File: config.mk
export PLATFORM = sky130hd
export DESIGN_NAME = robo_ambiente
export DESIGN_NICKNAME = d
export VERILOG_FILES = /design/src/rtl/robo_ambiente.sv
export SDC_FILE = /design/constraint.sdc
export NUM_CORES = 1
export LEC_CHECK = 0
export ABC_AREA = 1
export CAP_MARGIN = 20
export CORE_AREA = 4 4 181 183
export CTS_BUF_LIST = sky130_fd_sc_hd__clkbuf_16
export CTS_CLUSTER_SIZE = 30
export DETAILED_ROUTE_END_ITERATION = 6
export DIE_AREA = 0 0 185 187
export GPL_TIMING_DRIVEN = 1
export PLACE_DENSITY = 0.5
export SYNTH_ARGS = -nofsm -noshare
export SYNTH_HDL_FRONTEND = slang
export SYNTH_SLANG_ARGS = --single-unit
File: constraint.sdc
create_clock -name clock -period 16.22 [get_ports clock]
set_input_delay 3.244 -clock clock [delete_from_list [all_inputs] [get_ports clock]]
set_output_delay 3.244 -clock clock [all_outputs]
set_load 0.01 [all_outputs]
File: src/rtl/robo_ambiente.sv
// robo_ambiente: grid-world plant closing the loop around the robot controller.
// Holds a wall/debris map, the robot pose and a debris-collection sequencer, and
// produces registered head/left/under/barrier sensor bits from them.
// Optional feature macro: ROBO_AMBIENTE_VISITADOS_EN adds a visited-cell bitmap
// and the visitados_cnt output (distinct cells visited, start cell included).
module robo_ambiente #(
    parameter int unsigned COORD_W       = 3,
    parameter int unsigned START_X       = 0,
    parameter int unsigned START_Y       = 0,
    parameter int unsigned START_DIR     = 0,
    parameter int unsigned EXIT_X        = 7,
    parameter int unsigned EXIT_Y        = 7,
    parameter int unsigned COLETA_CICLOS = 3
) (
    input  logic                 clock,
    input  logic                 reset,
    input  logic                 avancar,
    input  logic                 girar,
    input  logic                 recolher_entulho,
    input  logic                 map_we,
    input  logic [2*COORD_W-1:0] map_addr,
    input  logic                 map_wall,
    input  logic                 map_debris,
    output logic                 head,
    output logic                 left,
    output logic                 under,
    output logic                 barrier,
    output logic [COORD_W-1:0]   pos_x,
    output logic [COORD_W-1:0]   pos_y,
    output logic [1:0]           dir,
    output logic                 busy,
    output logic                 colisao,
    output logic                 cmd_erro,
`ifdef ROBO_AMBIENTE_VISITADOS_EN
    output logic [2*COORD_W:0]   visitados_cnt,
`endif
    output logic [7:0]           entulho_cnt
);

    localparam int unsigned AW    = 2 * COORD_W;
    localparam int unsigned CELLS = 1 << AW;
    localparam int unsigned CNT_W = 4;
    localparam logic [COORD_W-1:0] MAXC = '1;

    typedef enum logic {LIVRE, COLETANDO} state_t;

    state_t               r_state, w_state_nxt;
    logic [COORD_W-1:0]   r_pos_x, r_pos_y, w_pos_x_nxt, w_pos_y_nxt;
    logic [1:0]           r_dir, w_dir_nxt;
    logic [CNT_W-1:0]     r_cnt, w_cnt_nxt;
    logic                 r_busy, w_busy_nxt;
    logic                 r_colisao, w_colisao_nxt;
    logic                 r_cmd_erro, w_cmd_erro_nxt;
    logic [7:0]           r_entulho, w_entulho_nxt;
    logic [AW-1:0]        r_alvo, w_alvo_nxt;
    logic                 w_move_en;
    logic                 w_clear_en;

    logic [CELLS-1:0]     r_wall;
    logic [CELLS-1:0]     r_debris;

    logic                 r_head, r_left, r_under, r_barrier;

    // Neighbour of (x,y) in direction d: {out_of_grid, y, x}; no wrap-around.
    function automatic logic [AW:0] f_vizinho(input logic [COORD_W-1:0] x,
                                              input logic [COORD_W-1:0] y,
                                              input logic [1:0]         d);
        logic               oob;
        logic [COORD_W-1:0] nx;
        logic [COORD_W-1:0] ny;
        oob = 1'b0;
        nx  = x;
        ny  = y;
        case (d)
            2'd0: begin oob = (y == MAXC);  ny = y + COORD_W'(1); end
            2'd1: begin oob = (x == MAXC);  nx = x + COORD_W'(1); end
            2'd2: begin oob = (y == '0);    ny = y - COORD_W'(1); end
            default: begin oob = (x == '0); nx = x - COORD_W'(1); end
        endcase
        return {oob, ny, nx};
    endfunction

    logic [AW:0]   w_front;
    logic [AW:0]   w_leftc;
    logic          w_front_oob;
    logic [AW-1:0] w_front_addr;
    logic          w_left_oob;
    logic [AW-1:0] w_left_addr;
    logic          w_front_wall;
    logic          w_left_wall;
    logic          w_front_block;
    logic          w_barrier;
    logic          w_multi_cmd;

    assign w_front       = f_vizinho(r_pos_x, r_pos_y, r_dir);
    assign w_leftc       = f_vizinho(r_pos_x, r_pos_y, r_dir - 2'd1);
    assign w_front_oob   = w_front[AW];
    assign w_front_addr  = w_front[AW-1:0];
    assign w_left_oob    = w_leftc[AW];
    assign w_left_addr   = w_leftc[AW-1:0];
    assign w_front_wall  = w_front_oob | r_wall[w_front_addr];
    assign w_left_wall   = w_left_oob  | r_wall[w_left_addr];
    assign w_front_block = w_front_wall | r_debris[w_front_addr];
    assign w_barrier     = ~w_front_oob & r_debris[w_front_addr] & ~r_wall[w_front_addr];
    assign w_multi_cmd   = (avancar & girar) | (avancar & recolher_entulho) |
                           (girar & recolher_entulho);

    // State, pose and status registers.
    always_ff @(posedge clock or posedge reset) begin
        if (reset) begin
            r_state    <= LIVRE;
            r_pos_x    <= COORD_W'(START_X);
            r_pos_y    <= COORD_W'(START_Y);
            r_dir      <= 2'(START_DIR);
            r_cnt      <= '0;
            r_busy     <= 1'b0;
            r_colisao  <= 1'b0;
            r_cmd_erro <= 1'b0;
            r_entulho  <= '0;
            r_alvo     <= '0;
        end else begin
            r_state    <= w_state_nxt;
            r_pos_x    <= w_pos_x_nxt;
            r_pos_y    <= w_pos_y_nxt;
            r_dir      <= w_dir_nxt;
            r_cnt      <= w_cnt_nxt;
            r_busy     <= w_busy_nxt;
            r_colisao  <= w_colisao_nxt;
            r_cmd_erro <= w_cmd_erro_nxt;
            r_entulho  <= w_entulho_nxt;
            r_alvo     <= w_alvo_nxt;
        end
    end

    // Command decode and collection sequencing.
    always_comb begin
        w_state_nxt    = r_state;
        w_pos_x_nxt    = r_pos_x;
        w_pos_y_nxt    = r_pos_y;
        w_dir_nxt      = r_dir;
        w_cnt_nxt      = r_cnt;
        w_busy_nxt     = r_busy;
        w_colisao_nxt  = 1'b0;
        w_cmd_erro_nxt = 1'b0;
        w_entulho_nxt  = r_entulho;
        w_alvo_nxt     = r_alvo;
        w_move_en      = 1'b0;
        w_clear_en     = 1'b0;
        case (r_state)
            LIVRE: begin
                if (w_multi_cmd) begin
                    w_cmd_erro_nxt = 1'b1;
                end else if (avancar) begin
                    if (w_front_block) begin
                        w_colisao_nxt = 1'b1;
                    end else begin
                        w_pos_x_nxt = w_front_addr[COORD_W-1:0];
                        w_pos_y_nxt = w_front_addr[AW-1:COORD_W];
                        w_move_en   = 1'b1;
                    end
                end else if (girar) begin
                    w_dir_nxt = r_dir + 2'd1;
                end else if (recolher_entulho && w_barrier) begin
                    w_state_nxt = COLETANDO;
                    w_busy_nxt  = 1'b1;
                    w_cnt_nxt   = CNT_W'(COLETA_CICLOS);
                    w_alvo_nxt  = w_front_addr;
                end
            end
            COLETANDO: begin
                if (r_cnt <= CNT_W'(1)) begin
                    w_cnt_nxt   = '0;
                    w_clear_en  = 1'b1;
                    w_busy_nxt  = 1'b0;
                    w_state_nxt = LIVRE;
                    if (r_entulho != 8'hFF) begin
                        w_entulho_nxt = r_entulho + 8'd1;
                    end
                end else begin
                    w_cnt_nxt = r_cnt - CNT_W'(1);
                end
            end
            default: w_state_nxt = LIVRE;
        endcase
    end

    // Map storage; a port write is applied after the collection clear so it wins.
    always_ff @(posedge clock or posedge reset) begin
        if (reset) begin
            r_wall   <= '0;
            r_debris <= '0;
        end else begin
            if (w_clear_en) begin
                r_debris[r_alvo] <= 1'b0;
            end
            if (map_we) begin
                r_wall[map_addr]   <= map_wall;
                r_debris[map_addr] <= map_debris;
            end
        end
    end

    // Sensors sampled from the pose and map as they stand before this edge.
    always_ff @(posedge clock or posedge reset) begin
        if (reset) begin
            r_head    <= 1'b0;
            r_left    <= 1'b0;
            r_under   <= 1'b0;
            r_barrier <= 1'b0;
        end else begin
            r_head    <= w_front_wall;
            r_left    <= w_left_wall;
            r_under   <= (r_pos_x == COORD_W'(EXIT_X)) && (r_pos_y == COORD_W'(EXIT_Y));
            r_barrier <= w_barrier;
        end
    end

`ifdef ROBO_AMBIENTE_VISITADOS_EN
    localparam int unsigned VW = AW + 1;
    localparam logic [AW-1:0] START_IDX = {COORD_W'(START_Y), COORD_W'(START_X)};

    logic [CELLS-1:0] r_visited;
    logic [VW-1:0]    r_vis_cnt;

    // Visited bitmap: marks each new destination and counts distinct cells.
    always_ff @(posedge clock or posedge reset) begin
        if (reset) begin
            r_visited <= CELLS'(1) << START_IDX;
            r_vis_cnt <= VW'(1);
        end else if (w_move_en && !r_visited[w_front_addr]) begin
            r_visited[w_front_addr] <= 1'b1;
            r_vis_cnt               <= r_vis_cnt + VW'(1);
        end
    end

    assign visitados_cnt = r_vis_cnt;
`endif

    assign head        = r_head;
    assign left        = r_left;
    assign under       = r_under;
    assign barrier     = r_barrier;
    assign pos_x       = r_pos_x;
    assign pos_y       = r_pos_y;
    assign dir         = r_dir;
    assign busy        = r_busy;
    assign colisao     = r_colisao;
    assign cmd_erro    = r_cmd_erro;
    assign entulho_cnt = r_entulho;

endmodule
==> load_flow_metrics.sql <==
INSERT INTO impl_metrics (metric_group, metric, value, unit) VALUES
('outcome', 'status', 'completed', ''),
('worst_setup_path', 'cp_cell_sequence', 'clkdlybuf4s50_1 -> inv_1 -> nor3_1 -> inv_1 -> nor2_1 -> inv_1 -> o211ai_1 -> o21ai_0', ''),
('power', 'total_power', '2.27', 'mW'),
('yosys', 'number_of_warnings_issued_by_yosys', '0', ''),
('worst_setup_path', 'worstPathBufferInverterCount', '4', ''),
('clock_tree', 'hold_buffers', '0', ''),
('power', 'power.static_leakage', '4.73', 'nW'),
('global_route', 'global_route.usage.total', '0.189', ''),
('timing', 'slew-limit-headroom', '0.224', ''),
('clock_tree', 'numCtsBuffers', '17', ''),
('worst_setup_path', 'critPathLaunchType', 'input pin', ''),
('yosys', 'synth_area_per_cell', '7.28', 'um2'),
('global_route', 'grt_start_max_net_pins', '92', ''),
('drt', 'drtAntennaViolNets', '0', ''),
('drt', 'dr.pass1.iters', '5', ''),
('timing', 'finalClockSkew', '0.00958', 'ns'),
('timing', 'unrepaired_setup_endpoints_after_global_routing', 'no', ''),
('worst_setup_path', 'crit_path_max_fanout', '5', ''),
('floorplanning', 'die_area', '0.0346', 'mm2'),
('worst_setup_path', 'crit_family', 'buffers and inverters', ''),
('worst_setup_path', 'worst_path_arrival', '5.64', 'ns'),
('yosys', 'synth.top_cell.area_share', '0.438', ''),
('yosys', 'synth_area_leader_cell', 'sky130_fd_sc_hd__dfrtp_1', ''),
('timing', 'count_of_pins_over_their_slew_limit', '0', ''),
('placement', 'post-dp-hpwl', '20.3', 'mm'),
('drt', 'route.detailed.wl_per_inst', '18.9', 'um'),
('timing', 'max_slew.worst_pin.slew', '1.16', 'ns'),
('floorplanning', 'initial_standard_cell_utilization_of_the_core', '0.296', ''),
('final_layout', 'design.final.nets', '1328', ''),
('global_route', 'gr-total-overflow', '0', ''),
('floorplanning', 'die_width', '185', 'um'),
('timing', 'fin_hold_viols', '0', ''),
('worst_setup_path', 'cp_common_cell', 'sky130_fd_sc_hd__inv_1', ''),
('clock_tree', 'clock-sinks', '162', ''),
('worst_setup_path', 'timing.critical_path.to_type', 'register', ''),
('power', 'powerDensity', '214', 'mW/mm2'),
('final_layout', 'postLayoutCoreUtil', '0.340', ''),
('floorplanning', 'top_level_ports', '37', ''),
('drt', 'num_vias', '8823', ''),
('drt', 'drt_first_iter_violations', '974', ''),
('yosys', 'postSynthRegisterBits', '162', ''),
('floorplanning', 'die_height', '187', 'um'),
('final_layout', 'post_synthesis_to_final_layout_area_growth', '14.8', '%'),
('hold_path', 'timing.hold.worst.class', 'reg -> reg', ''),
('clock_tree', 'clockRootBuffer', 'sky130_fd_sc_hd__clkbuf_16', ''),
('clock_tree', 'worst_skew_pair.late_latency', '0.44', 'ns'),
('drt', 'detail_route.wirelength', '32.3', 'mm'),
('placement', 'place.port_buffers', '36', ''),
('worst_setup_path', 'crit_path_max_incr_delay', '0.82', 'ns'),
('yosys', 'synthesis.nets', '1302', ''),
('final_layout', 'post_route_cells_drive_above_1_share', '0.0519', ''),
('global_route', 'grt_antenna_before_repair', '0', ''),
('final_layout', 'stdcell_area', '0.0106', 'mm2'),
('timing', 'share_of_the_clock_period_used_by_the_worst_path', '0.330', ''),
('worst_setup_path', 'worstSetupPathType', 'in -> reg', ''),
('worst_setup_path', 'critical-path-slowest-cell', 'sky130_fd_sc_hd__nor3_1', ''),
('drt', 'via_count_normalized_by_instance_count', '5.15', ''),
('clock_tree', 'cts.htree.levels', '4', ''),
('placement', 'place_congestion', '0.821', ''),
('clock_tree', 'cts_tree', 'built', ''),
('clock_tree', 'post_cts.repair.setup_buffers', '0', ''),
('flow_run', 'maxCapViolations', '0', ''),
('drt', 'post_route_drc_violation_count', '0', ''),
('floorplanning', 'placement_rows', '65', ''),
('power', 'power.ir.vdd_worst', '0.106', 'mV'),
('timing', 'highest_clock_rate', '0.187', 'GHz'),
('placement', 'placement.cell_area', '0.0101', 'mm2'),
('yosys', 'syn-instance-count', '1271', ''),
('global_route', 'vias_in_the_first_global_route', '8541', ''),
('yosys', 'synth.lib_cells_used.distinct', '33', ''),
('timing', 'accumulated_negative_setup_slack', '0', 'ns');
area by class of cell:
cell class / instances / area [um2]
clock buffer: 17 / 425
sequential: 162 / 4050
clock inverter: 15 / 144
tap: 402 / 503
timing repair buffer: 56 / 514
inverter: 107 / 407
fill: 3388 / 20600
multi-input combinational: 953 / 4580
worst paths after layout:
check,endpoint,start,slack [ns],depth (start not counted)
min in group asynchronous,r_debris[4]$_DFF_PP0_,reset,3.34,2
setup / recovery,r_debris[62]$_DFF_PP0_,map_addr[2],10.87,8
hold reg to reg,r_wall[63]$_DFFE_PP0P_,r_wall[63]$_DFFE_PP0P_,0.49,2
hold / removal,r_wall[63]$_DFFE_PP0P_,r_wall[63]$_DFFE_PP0P_,0.49,2
max in group asynchronous,dir[0]$_DFFE_PP0P_,reset,11.34,3
setup reg to reg,pos_y[1]$_DFFE_PP0P_,dir[0]$_DFFE_PP0P_,12.42,18
metal layers:
metal	global-route usage	wire, um	share of wire
met3	0.0307	1760	0.054
met1	0.281	15500	0.48
met4	0.0457	561	0.017
met5	0	0	0
met2	0.289	14400	0.45
worst min-delay path: stages (launching register included):
cell	delay, ns
sky130_fd_sc_hd__dfrtp_1	0.35
sky130_fd_sc_hd__nand2_1	0.05
sky130_fd_sc_hd__o21ai_0	0.06
registers in the layout, summed over array words and instances, names as in the netlist, 2 cells and up:
signal       flops
entulho_cnt      8
pos_y            3
r_debris        64
r_wall          64
dir              2
r_alvo           6
r_cnt            4
pos_x            3
cell usage after synthesis:
library cell / count
sky130_fd_sc_hd__nand3_1: 117
sky130_fd_sc_hd__inv_2: 1
sky130_fd_sc_hd__a21oi_1: 12
sky130_fd_sc_hd__nor4_1: 1
sky130_fd_sc_hd__ha_1: 17
sky130_fd_sc_hd__nand2_1: 419
sky130_fd_sc_hd__clkinv_1: 1
sky130_fd_sc_hd__xnor2_1: 5
sky130_fd_sc_hd__a211oi_1: 3
sky130_fd_sc_hd__dfrtp_1: 162
sky130_fd_sc_hd__nand4_2: 1
sky130_fd_sc_hd__inv_1: 105
sky130_fd_sc_hd__buf_1: 3
sky130_fd_sc_hd__nand3b_1: 1
sky130_fd_sc_hd__nor2_4: 1
sky130_fd_sc_hd__nand4_1: 8
sky130_fd_sc_hd__nor2_1: 76
sky130_fd_sc_hd__mux2_2: 1
sky130_fd_sc_hd__o21ai_1: 12
sky130_fd_sc_hd__xor2_1: 7
sky130_fd_sc_hd__a221oi_1: 2
sky130_fd_sc_hd__clkbuf_1: 25
sky130_fd_sc_hd__buf_4: 2
sky130_fd_sc_hd__nor2_2: 3
sky130_fd_sc_hd__nand2_2: 4
sky130_fd_sc_hd__or2_2: 1
sky130_fd_sc_hd__o211ai_1: 69
sky130_fd_sc_hd__nor3_1: 18
sky130_fd_sc_hd__buf_6: 3
sky130_fd_sc_hd__a21oi_2: 1
sky130_fd_sc_hd__a31oi_1: 3
sky130_fd_sc_hd__o21ai_0: 171
sky130_fd_sc_hd__buf_2: 16
logic make-up (layout without fill, tap and decap cells):
kind of cell	after synthesis	after routing	share of synthesized area
compound gates	273	273	0.169
flops	162	162	0.438
buf+inv	156	195	0.0687
simple gates	650	650	0.289
fa+ha+maj	17	17	0.0230
mux	1	1	0.00122
xor+xnor	12	12	0.0114
through the flow:
stage | hold WS, ns | cells | setup WS (ns)
floorplan | 0.453 | 1271 | 8.60
global placement | 0.471 | 1679 | 10.01
detailed placement | 0.475 | 1680 | 10.52
CTS | 0.493 | 1712 | 10.98
global route | 0.512 | 1712 | 10.82
finish | 0.488 | 1712 | 10.87
cell usage in the layout (no fill, tap or decap), types with 17 or more instances in the layout:
cell type	count
sky130_fd_sc_hd__o21ai_0	171
sky130_fd_sc_hd__buf_4	19
sky130_fd_sc_hd__dfrtp_1	162
sky130_fd_sc_hd__nor2_1	76
sky130_fd_sc_hd__inv_1	104
sky130_fd_sc_hd__nand3_1	117
sky130_fd_sc_hd__clkbuf_16	17
sky130_fd_sc_hd__ha_1	17
sky130_fd_sc_hd__clkdlybuf4s50_1	36
sky130_fd_sc_hd__nand2_1	419
sky130_fd_sc_hd__o211ai_1	69
report_power, final:
group / total, mW / leakage, nW / internal (mW) / switching (mW)
logic: 1.31 / 2.32 / 0.381 / 0.924
clock network: 0.410 / 0.279 / 0.216 / 0.194
registers: 0.557 / 2.13 / 0.483 / 0.0745
(Power assumes the default switching activity.)
